### src/rtl/uart_pkg.sv
// Shared definitions for the UART byte transmitter: widths, line idle level,
// FSM state encoding and the parity helper.
package uart_pkg;

    localparam int   DATA_W     = 8;
    localparam int   BIT_CNT_W  = 3;
    localparam logic IDLE_LEVEL = 1'b1;

    // PARITY is only entered when the parity option is compiled in.
    typedef enum logic [2:0] {
        ST_IDLE   = 3'd0,
        ST_START  = 3'd1,
        ST_DATA   = 3'd2,
        ST_PARITY = 3'd3,
        ST_STOP   = 3'd4
    } tx_state_e;

    // Odd parity: the parity bit makes the total count of ones odd.
    function automatic logic odd_parity(input logic [DATA_W-1:0] d);
        return ~^d;
    endfunction

endpackage

### src/rtl/uart_baud_gen.sv
// Bit-period timer: counts 0..BAUD_DIV-1 while En is high and pulses Tick in
// the last clock of each bit period. Held at zero while En is low so the first
// bit of a frame always gets its full length.
module uart_baud_gen #(
    parameter int BAUD_DIV = 5208
) (
    input  logic Clk,
    input  logic Rst,
    input  logic En,
    output logic Tick
);

    localparam int CNT_W = (BAUD_DIV > 1) ? $clog2(BAUD_DIV) : 1;
    localparam logic [CNT_W-1:0] CNT_MAX = CNT_W'(BAUD_DIV - 1);

    logic [CNT_W-1:0] cnt_q;

    // Free-running bit-period counter, cleared whenever the line is idle.
    // NOTE: sequential state is assigned with <= so every register samples the
    // values from before the edge, independent of statement order.
    always_ff @(posedge Clk) begin
        if (Rst || !En) begin
            cnt_q <= '0;
        end else if (cnt_q == CNT_MAX) begin
            cnt_q <= '0;
        end else begin
            cnt_q <= cnt_q + 1'b1;
        end
    end

    assign Tick = En && (cnt_q == CNT_MAX);

endmodule

### src/rtl/uart_byte_tx.sv
// UART byte transmitter: one byte per Send_en strobe, 8N1 framing, LSB first,
// with a one-entry holding register for a request that arrives mid-frame.
// Define UART_TX_PARITY_EN to insert an odd parity bit after data bit 7 (8O1).
module uart_byte_tx
    import uart_pkg::*;
#(
    parameter int CLK_FREQ = 50_000_000,
    parameter int BAUD     = 9600
) (
    input  logic              Clk,
    input  logic              Rst,
    input  logic [DATA_W-1:0] Data_byte,
    input  logic              Send_en,
    output logic              Rs232_Tx,
    output logic              Tx_Done,
    output logic              uart_state,
    output logic              Overrun
);

    localparam int BAUD_DIV = CLK_FREQ / BAUD;

    tx_state_e             state_q, state_d;
    logic [DATA_W-1:0]     shift_q, shift_d;
    logic [DATA_W-1:0]     hold_q, hold_d;
    logic                  hold_valid_q, hold_valid_d;
    logic [BIT_CNT_W-1:0]  bit_cnt_q, bit_cnt_d;
    logic                  tx_q, tx_d;
`ifdef UART_TX_PARITY_EN
    logic                  par_q, par_d;
`endif

    logic                  busy;
    logic                  tick;
    logic                  tx_done;
    logic                  overrun;
    logic                  load;
    logic [DATA_W-1:0]     load_byte;

    assign busy = (state_q != ST_IDLE);

    uart_baud_gen #(
        .BAUD_DIV (BAUD_DIV)
    ) u_baud_gen (
        .Clk  (Clk),
        .Rst  (Rst),
        .En   (busy),
        .Tick (tick)
    );

    // Next-state logic: frame sequencing, holding-register capture and frame loading.
    // NOTE: every signal written here gets a default first, so no path leaves a
    // value unassigned and no latch is inferred.
    always_comb begin
        state_d      = state_q;
        shift_d      = shift_q;
        hold_d       = hold_q;
        hold_valid_d = hold_valid_q;
        bit_cnt_d    = bit_cnt_q;
        tx_d         = tx_q;
`ifdef UART_TX_PARITY_EN
        par_d        = par_q;
`endif
        load         = 1'b0;
        load_byte    = Data_byte;
        overrun      = 1'b0;
        tx_done      = (state_q == ST_STOP) && tick;

        unique case (state_q)
            ST_IDLE: begin
                tx_d = IDLE_LEVEL;
                if (Send_en) begin
                    load = 1'b1;
                end
            end
            ST_START: begin
                if (tick) begin
                    state_d   = ST_DATA;
                    bit_cnt_d = '0;
                    tx_d      = shift_q[0];
                end
            end
            ST_DATA: begin
                if (tick) begin
                    if (bit_cnt_q == BIT_CNT_W'(DATA_W - 1)) begin
`ifdef UART_TX_PARITY_EN
                        state_d = ST_PARITY;
                        tx_d    = par_q;
`else
                        state_d = ST_STOP;
                        tx_d    = IDLE_LEVEL;
`endif
                    end else begin
                        bit_cnt_d = bit_cnt_q + 1'b1;
                        shift_d   = shift_q >> 1;
                        tx_d      = shift_q[1];
                    end
                end
            end
`ifdef UART_TX_PARITY_EN
            ST_PARITY: begin
                if (tick) begin
                    state_d = ST_STOP;
                    tx_d    = IDLE_LEVEL;
                end
            end
`endif
            ST_STOP: begin
                if (tick) begin
                    // Chain straight into the next START: no extra idle bit.
                    if (hold_valid_q) begin
                        load         = 1'b1;
                        load_byte    = hold_q;
                        hold_valid_d = 1'b0;
                    end else if (Send_en) begin
                        load = 1'b1;
                    end else begin
                        state_d = ST_IDLE;
                        tx_d    = IDLE_LEVEL;
                    end
                end
            end
            default: begin
                state_d = ST_IDLE;
                tx_d    = IDLE_LEVEL;
            end
        endcase

        // A request while busy (including the Tx_Done clock) is held or dropped.
        if (busy && Send_en) begin
            if (hold_valid_q) begin
                overrun = 1'b1;
            end else if (!tx_done) begin
                hold_d       = Data_byte;
                hold_valid_d = 1'b1;
            end
        end

        if (load) begin
            state_d   = ST_START;
            shift_d   = load_byte;
            bit_cnt_d = '0;
            tx_d      = 1'b0;
`ifdef UART_TX_PARITY_EN
            par_d     = odd_parity(load_byte);
`endif
        end
    end

    // State, datapath and line registers; reset wins over every other input.
    // NOTE: shift and holding data need no reset: they are only read after a
    // load or while hold_valid_q is set, so only the control bits are reset.
    always_ff @(posedge Clk) begin
        if (Rst) begin
            state_q      <= ST_IDLE;
            hold_valid_q <= 1'b0;
            bit_cnt_q    <= '0;
            tx_q         <= IDLE_LEVEL;
        end else begin
            state_q      <= state_d;
            hold_valid_q <= hold_valid_d;
            bit_cnt_q    <= bit_cnt_d;
            tx_q         <= tx_d;
        end
    end

    // Data registers, loaded without reset.
    always_ff @(posedge Clk) begin
        shift_q <= shift_d;
        hold_q  <= hold_d;
`ifdef UART_TX_PARITY_EN
        par_q   <= par_d;
`endif
    end

    assign Rs232_Tx   = tx_q;
    assign uart_state = busy;
    assign Tx_Done    = tx_done && !Rst;
    assign Overrun    = overrun && !Rst;

endmodule

### config.mk
export PLATFORM = sky130hd
export DESIGN_NAME = uart_byte_tx
export DESIGN_NICKNAME = d
export VERILOG_FILES = /design/src/rtl/uart_pkg.sv /design/src/rtl/uart_baud_gen.sv /design/src/rtl/uart_byte_tx.sv
export SDC_FILE = /design/constraint.sdc
export NUM_CORES = 1
export LEC_CHECK = 0
export CELL_PAD_IN_SITES_DETAIL_PLACEMENT = 0
export CELL_PAD_IN_SITES_GLOBAL_PLACEMENT = 1
export CORE_ASPECT_RATIO = 2
export CORE_MARGIN = 5
export CORE_UTILIZATION = 35
export CTS_CLUSTER_SIZE = 16
export DETAILED_ROUTE_END_ITERATION = 8
export GPL_TIMING_DRIVEN = 0
export PLACE_DENSITY = 0.73
export SLEW_MARGIN = 0
export SYNTH_ARGS = -nofsm -noshare
export SYNTH_HDL_FRONTEND = slang
export SYNTH_HIERARCHICAL = 1
export SYNTH_SLANG_ARGS = --single-unit
### constraint.sdc
create_clock -name Clk -period 5.89 [get_ports Clk]
set_input_delay 1.178 -clock Clk [delete_from_list [all_inputs] [get_ports Clk]]
set_output_delay 1.178 -clock Clk [all_outputs]
set_load 0.01 [all_outputs]
; ---- Word-level counts from Yosys, hierarchy flattened
; Cells that the tools add are included.
[totals]
out_inout_bits = 4
wordCells = 92
ff_bits = 37
inputBits = 11
[classes]
add_sub_neg = 2
eq_ne = 20
muxes = 38
n_bitwise = 3
n_reduce_logical = 21
[ops]
columns = op, count
row1 = 2-to-1 mux 8 bit, 7
row2 = 2-to-1 mux 3 bit, 9
row3 = 2-to-1 mux 1 bit, 18
row4 = != test 2 bit (second input constant), 9
row5 = != test 3 bit (second input constant), 6
row6 = AND reduction 7 bit, 2
row7 = adder 13 x 1 -> 13 bit (second input constant), 1
row8 = == test 13 bit (second input constant), 1
row9 = one-hot mux 3 bit (4 select lines), 1
row10 = == test 3 bit (second input constant), 2
row11 = one-hot mux 3 bit (2 select lines), 1
row12 = AND reduction 3 bit, 2
row13 = nonzero test 2 bit, 3
row14 = logical AND 1 bit, 5
row15 = AND reduction 5 bit, 1
row16 = AND reduction 4 bit, 1
row17 = OR reduction 2 bit, 2
row18 = adder 3 x 1 -> 3 bit (second input constant), 1
row19 = == test 3 x 1 -> 1 bit (second input constant), 1
row20 = == test 3 x 2 -> 1 bit (second input constant), 1
row21 = zero test 3 bit, 1
row22 = NOT 1 bit, 3
row23 = one-hot mux 1 bit (3 select lines), 1
row24 = nonzero test 3 bit, 1
row25 = other kinds (3), 4

; ---- Logic depth before layout (Yosys ltp)
[depth]
depth_word = 7
mapped_depth = 10
depth_no_buf = 8

; ---- By module
; Netlist, hierarchy kept.
[by_module_without_submodules]
columns = mod, seq_area_each_um2, cells_per_inst, n_inst, area_per_inst_um2
row1 = uart_byte_tx, 640.6, 114, 1, 1237.4
row2 = uart_baud_gen, 260.2, 72, 1, 725.7

; ---- Worst setup path before layout
; OpenSTA, ideal clock, no wires.
[synth_timing]
path_type = input-to-output
from = input port Rst
to = output port Overrun
t_arrival_ns = 1.739
path_buffers = 1
t_required_ns = 4.712
cell_stages = 2
setup_slack_ns = 2.973
path_cell_list = buf_1 and4b_1
[synth_between]
elab_chain_len = 2
[synth_lines]
columns = item, line_no
row1 = start: declaration, uart_byte_tx.sv:11  ; input logic Rst,
row2 = zero test 1 bit, uart_byte_tx.sv:178  ; assign Overrun = overrun && !Rst;
row3 = logical AND 1 bit, uart_byte_tx.sv:178
row4 = end: declaration, uart_byte_tx.sv:17  ; output logic Overrun
; No other way between the ends.

; ---- Final worst setup path
; Ends and elaborated chain as after synthesis.

==> impl_metrics.toml <==
[critical_path]
reg2reg_slack_ns = 3.15
startpoint_type = "primary input"
path_class = "primary input to primary output"
path_max_fanout = 10
r2r_start = "state_q[0]$_SDFFE_PP0P_"
cp-endpoint = "Overrun"
worstSetupStartpoint = "Rst"
worst_setup_path_end_kind = "primary output"
required_ns = 4.71
r2r-end = "hold_q[5]$_DFFE_PP_"
reg2reg_depth = 8
critPathArrivalTime_ns = 2.85

[drt]
first_pass_iters = 4
avgRoutedWirePerCell_um = 16.5
drtAntennaViolNets = 0
avgViaCountPerCell = 5.64
drt_iter0_drc = 50
wirelength_um = 4440
vias = 1517
drc = 0

[synth]
async_flop_share_pct = 0
synth_cell_types = 55
ys_top_cells_by_area = "edfxtp_1 (24%), dfxtp_1 (21%), a211oi_2 (5.1%), nand2_1 (4.2%), a31oi_1 (3.2%)"
synth_most_common_cell = "nand2_1"
synth_top_area_share_pct = 24.5
yosysTopAreaCell = "edfxtp_1"
synth.net_count = 200
synth_area_per_cell_um2 = 10.6
synth_seq_cells = 37
synth_common_cells = "nand2_1 (22), dfxtp_1 (21), edfxtp_1 (16)"
synth_area_um2 = 1960
ys_seq_area_share_pct = 45.9
syn-instance-count = 186
synth_edf_count = 16
ys_warn_count = 6
yosys_most_used_dff = "dfxtp_1"

[layout]
area_delta_synth_final_pct = 17.1
fin_nets = 222
diodes = 0
drive_above_1_share_pct = 21.1
design_area_um2 = 2300

[sta]
setup_viol = 0
finalSetupTns_ns = 0
post-route-period-util_pct = 68.4
whs_ns = 0.485
slew_headroom_pct = 54.7
fmax_mhz = 248
tightest_slew_ns = 0.680
drv_slew = 0
skew_ns = 0.00948
rsz0062_at_grt = "false"
final_hold_viol_count = 0
layout_min_cycle_time_ns = 4.03

[hold_path]
whs_path_depth = 1
hold_path_class = "register to register"

[cts]
clockRootBuffer = "clkbuf_8"
htree_levels = 2
clk-insertion-delay-late_ns = 0.29
clock_path_buffers = 2
cts_sinks = 37
numCtsBuffers = 5
clk_pin_slew_ns = 0.08
cts_tree = "built"
ctsResizeCount = 0
cts_hold_buf = 0
cts_setup_buffers = 0

[placed_design]
place.gp.congestion = 0.761
port_buffers = 14
placed_cell_area_um2 = 2180
dp_hpwl_um = 3350

[power]
clkPwrFrac_pct = 40.6
total_power_uw = 555
p_sw_share_pct = 23.2
seq_power_share_pct = 51.0
power_switching_uw = 129
power_leakage_nw = 0.753
p_int_uw = 427
p_comb_share_pct = 8.4
ir_worst_vdd_mv = 0.180
power_density_nw_per_um2 = 242

[floorplanning]
row_count = 38
io_pins = 15
core_um2 = 5420
die_width_um = 63.0
start_util_pct = 36.2
die_h_um = 116
die_area_um2 = 7300

[run_status]
status = "completed"

[global_routing]
grt_pass1_wl_um = 7450
antenna_found_initial = 0
grt.total_usage_pct = 12.9
grt_max_degree = 14
grt.overflow.total = 0
grt_pass1_vias = 1561

[job]
maxCapViolCount = 0
==> power by group through the flow <==
stage | clock network, mW | logic [mW] | registers [mW]
final | 0.226 | 0.0466 | 0.283
after global routing | 0.240 | 0.0519 | 0.285
after CTS | 0.232 | 0.0479 | 0.283
after detailed placement | 0 | 0.0477 | 0.289
after global placement | 0 | 0.0472 | 0.289
after floorplan | 0 | 0.0282 | 0.288
==> layout make-up <==
type	count	area, um^2
Buffer	11	83.8
Clock buffer	5	68.8
Clock inverter	3	46.3
Fill cell	545	3120
Inverter	4	15.0
Multi-Input combinational cell	134	963
Sequential cell	37	901
Tap cell	60	75.1
Timing Repair Buffer	15	145
==> kinds of logic after synthesis <==
kind of cell / after synthesis / share of synthesized area [%]
xor+xnor: 4 / 1.78
flops: 37 / 45.9
compound gates: 43 / 17.0
buf+inv: 15 / 5.03
simple gates: 84 / 28.4
fa+ha+maj: 3 / 1.91
==> routing by layer <==
| layer | global-route usage, % | share of wire [%] | vias up |
|---|---|---|---|
| li1 | - | - | 750 |
| met1 | 12.7 | 39 | 735 |
| met2 | 24.5 | 56 | 22 |
| met3 | 2.81 | 2.5 | 10 |
| met4 | 6.66 | 3.2 | 0 |
| met5 | 0 | 0 | - |
==> worst min path at each step <==
stage	from	endpoint	slack [ns]
floorplan	u_baud_gen/cnt_q[0]$_SDFF_PP0_	u_baud_gen/cnt_q[0]$_SDFF_PP0_	0.45
global placement	Rs232_Tx$_SDFFE_PP1P_	Rs232_Tx$_SDFFE_PP1P_	0.46
detailed placement	bit_cnt_q[1]$_SDFFE_PP0P_	bit_cnt_q[1]$_SDFFE_PP0P_	0.48
CTS	bit_cnt_q[1]$_SDFFE_PP0P_	bit_cnt_q[1]$_SDFFE_PP0P_	0.49
global route	bit_cnt_q[2]$_SDFFE_PP0P_	bit_cnt_q[2]$_SDFFE_PP0P_	0.51
finish	u_baud_gen/cnt_q[0]$_SDFF_PP0_	u_baud_gen/cnt_q[0]$_SDFF_PP0_	0.49
==> placed cells by master, fill, tap and decap left out, types with 3 or more instances in the layout <==
master           netlist  routed
nand2_1               22      22
dfxtp_1               21      21
edfxtp_1              16      16
clkdlybuf4s50_1        0      14
nor2_1                11      11
a31oi_1               10      10
a211oi_2               8       8
nand3_1                6       6
buf_4                  5       5
o21ai_0                5       5
a21oi_1                5       5
nor3_2                 5       5
clkbuf_8               0       5
or3_1                  4       4
inv_1                  4       4
nor3_1                 4       4
nor4_1                 4       4
buf_6                  3       3
nor2b_1                3       3
ha_1                   3       3
==> critical path, cell delays in order <==
cell and delay, ns:
clkdlybuf4s50_1 0.48, buf_1 0.45, and4b_1 0.26, clkdlybuf4s50_1 0.48
==> state kept, by name (all words and copies together) (netlist names) <==
| register | cells |
|---|---|
| u_baud_gen/cnt_q | 13 |
| hold_q | 8 |
| shift_q | 8 |
| bit_cnt_q | 3 |
| state_q | 3 |
| Rs232_Tx | 1 |
| hold_valid_q | 1 |
==> per-stage QoR <==
step	setup WS, ns	instances	utilization [%]
2_1_floorplan	2.97	186	-
3_3_place_gp	1.83	260	40.2
3_5_place_dp	1.86	261	40.3
4_1_cts	1.86	269	42.4
5_1_grt	1.77	269	42.4
6_report	1.86	269	42.4
Power figures use the tool's default switching activity.
==> patch, RTL diff (config.mk and constraints unchanged) <==
Set the parameter `CLK_FREQ` to 12_500_000 (it was 50_000_000).
--- a/src/rtl/uart_byte_tx.sv
+++ b/src/rtl/uart_byte_tx.sv
@@ -5,5 +5,5 @@
     import uart_pkg::*;
 #(
-    parameter int CLK_FREQ = 50_000_000,
+    parameter int CLK_FREQ = 12_500_000,
     parameter int BAUD     = 9600
 ) (
Formal check against the unedited RTL: no difference found for any inputs over 10 cycles, from zero or initial values and one cycle with Rst high; that may be too few to reach the edited logic, so the function may still have changed.
==> patch against the unedited design <==
Clock skew down 0.0038 ns; first-iteration DRC count up 96%; clock power down 27%; routed wire length down 17%; core utilization down 0.18 points; global-route usage down 0.15 points; highest routed layer unchanged; synthesized cell count down 7.5%; synthesized area down 9.7%; die area down 8.5%; total power down 13%; design area down 9.8%; largest cell class is now registers; setup slack better by 0.042 ns; register-to-register slack better by 0.10 ns; sequential cell count down 2.
==> patch: results (changes against the unedited design) <==
- Final setup fails: 0 (unchanged)
- Synth top cells by count: 20 x nand2_1, 19 x dfxtp_1, 16 x edfxtp_1
- Share of flip-flops with an asynchronous set or reset: 0% (unchanged)
- Reg2Reg Setup Slack: 3.25 ns (+0.10 ns)
- Clk slew on worst S/H paths: 0.07 ns
- Post-synth EDFFs: 16 (unchanged)
- First-pass GRT wire length: 6510 microns (-13%)
- Worst setup path end: Overrun
- Final HPWL DP: 2770 microns (-17%)
- Layout cells sized above 1: 14.9% (-6.1 points)
- Detail-routed net length per standard cell: 14.6 microns (-12%)
- Crit. Startpoint: Rst
- H-tree Lvls: 2 (unchanged)
- Synth warn: 6 (unchanged)
- Arr. time, crit path: 2.81 ns (-0.04 ns)
- Worst-path fanout max: 10 (unchanged)
- Max Clock Freq: 0.251 GHz (+1.0%)
- Port bufs: 14 (unchanged)
- Status: finished, final reports clean
- Worst slew margin: 50.6% (-4.1 points)
- Cells after DPL: 243 (-6.9%)
- DR vias/cell: 5.43 (-3.6%)
- Antenna fix cells: 0 (unchanged)
- Routability cong.: 0.770 (+1.2%)
- Synth area leaders: edfxtp_1 27%, dfxtp_1 21%, nand2_1 4.2%
- Mean Syn Cell Area: 10.3 sq um (-2.3%)
- Initial DRC Count: 98 (+96%)
- Max-slew violations: 0 (unchanged)
- # Post-CTS Setup Buffers: 0 (unchanged)
- Netlist cell types: 49 (-11%)
- FF-to-FF End: hold_q[0]
- Skew final: 0.00568 ns (-0.00381 ns)
- Largest net degree at the start of global routing: 12 (-2)
- Largest registers: u_baud_gen/cnt_q x11, hold_q x8, shift_q x8
- Pleak: 0.703 nW (-6.6%)
- Maximum VDD drop: 0.000149 V (-17%)
- Switching Fraction: 23.1% (-0.028 points)
- Vias in the first global route: 1429 (-8.5%)
- Worst slack, placed: 1.88 ns (+0.0160 ns)
- CTS buffer count: 5 (unchanged)
- Mapped Nets: 187 (-6.5%)
- Total Routing Usage GR: 12.7% (-0.15 points)
- Post-layout net count: 208 (-6.3%)
- Fin cells: 251 (-6.7%)
- Ys flop type: dfxtp_1
- Cell Area, Placed: 1980 sq um (-9.1%)
- Drt pass-1 iters: 4 (unchanged)
- Post-synthesis sequential area ratio: 48.6% (+2.7 points)
[patch: cell types whose count changed in the layout (fill, tap and decap cells not counted), sizes merged, moves of 3 or more]
| cell | before | now |
|---|---|---|
| a211oi | 9 | 3 |
| a21oi | 6 | 12 |
| nor3 | 9 | 4 |
| nor2 | 11 | 15 |
| a31oi | 10 | 7 |
| buf | 12 | 9 |
| inv | 4 | 7 |
| nor4b | 4 | 1 |
[patch: worst min-delay path by stage]
stage,startpoint,to,depth (start not counted),slack [ns]
after global routing,bit_cnt_q[1],bit_cnt_q[1],2,0.50
after detailed placement,bit_cnt_q[2],bit_cnt_q[2],2,0.48
after floorplan,u_baud_gen/cnt_q[10],u_baud_gen/cnt_q[10],2,0.45
final,bit_cnt_q[2],bit_cnt_q[2],2,0.49
after global placement,Rs232_Tx,Rs232_Tx,2,0.47
after CTS,bit_cnt_q[2],bit_cnt_q[2],2,0.49
[patch: layer usage]
layer	part of all wire [%]	track usage (%)	up-vias
met4	2.3	6.36	0
met5	0	0	-
li1	-	-	677
met3	3.8	2.45	5
met1	39	14.5	653
met2	55	21.5	29
[patch: cell type report]
cell class,count,area [sq um]
clock inverter,1,7.51
sequential,35,861
timing repair buffer,14,140
clock buffer,7,76.3
buffer,9,75.1
multi-input combinational,121,816
tap,57,71.3
fill,479,2840
inverter,7,26.3
[patch: kinds of logic after synthesis]
kind of cell / after synthesis / synth area share, %
AND/OR/NAND/NOR: 72 / 24.3
flip-flops: 35 / 48.6
AO/OA/AOI/OAI: 41 / 16.7
XOR/XNOR: 4 / 1.98
adder cells (fa/ha/maj): 4 / 2.82
buffers and inverters: 16 / 5.72
[patch: critical path, stage by stage]
cell,delay [ns]
clkdlybuf4s50_1,0.48
buf_1,0.42
and4b_1,0.26
clkdlybuf4s50_1,0.48
[patch: power by group through the flow]
| stage | clock, W | sequential, W | combinational (W) |
|---|---|---|---|
| floorplan | 0 | 0.000275 | 0.0000293 |
| global placement | 0 | 0.000275 | 0.0000460 |
| detailed placement | 0 | 0.000276 | 0.0000474 |
| CTS | 0.000174 | 0.000270 | 0.0000474 |
| global route | 0.000187 | 0.000271 | 0.0000518 |
| finish | 0.000166 | 0.000270 | 0.0000472 |
[patch: stage by stage]
step / utilization [%] / total power (W)
finish: 42.2 / 0.000483
global route: 42.2 / 0.000510
CTS: 42.1 / 0.000491
detailed placement: 40.4 / 0.000323
global placement: 40.4 / 0.000321
floorplan: - / 0.000304
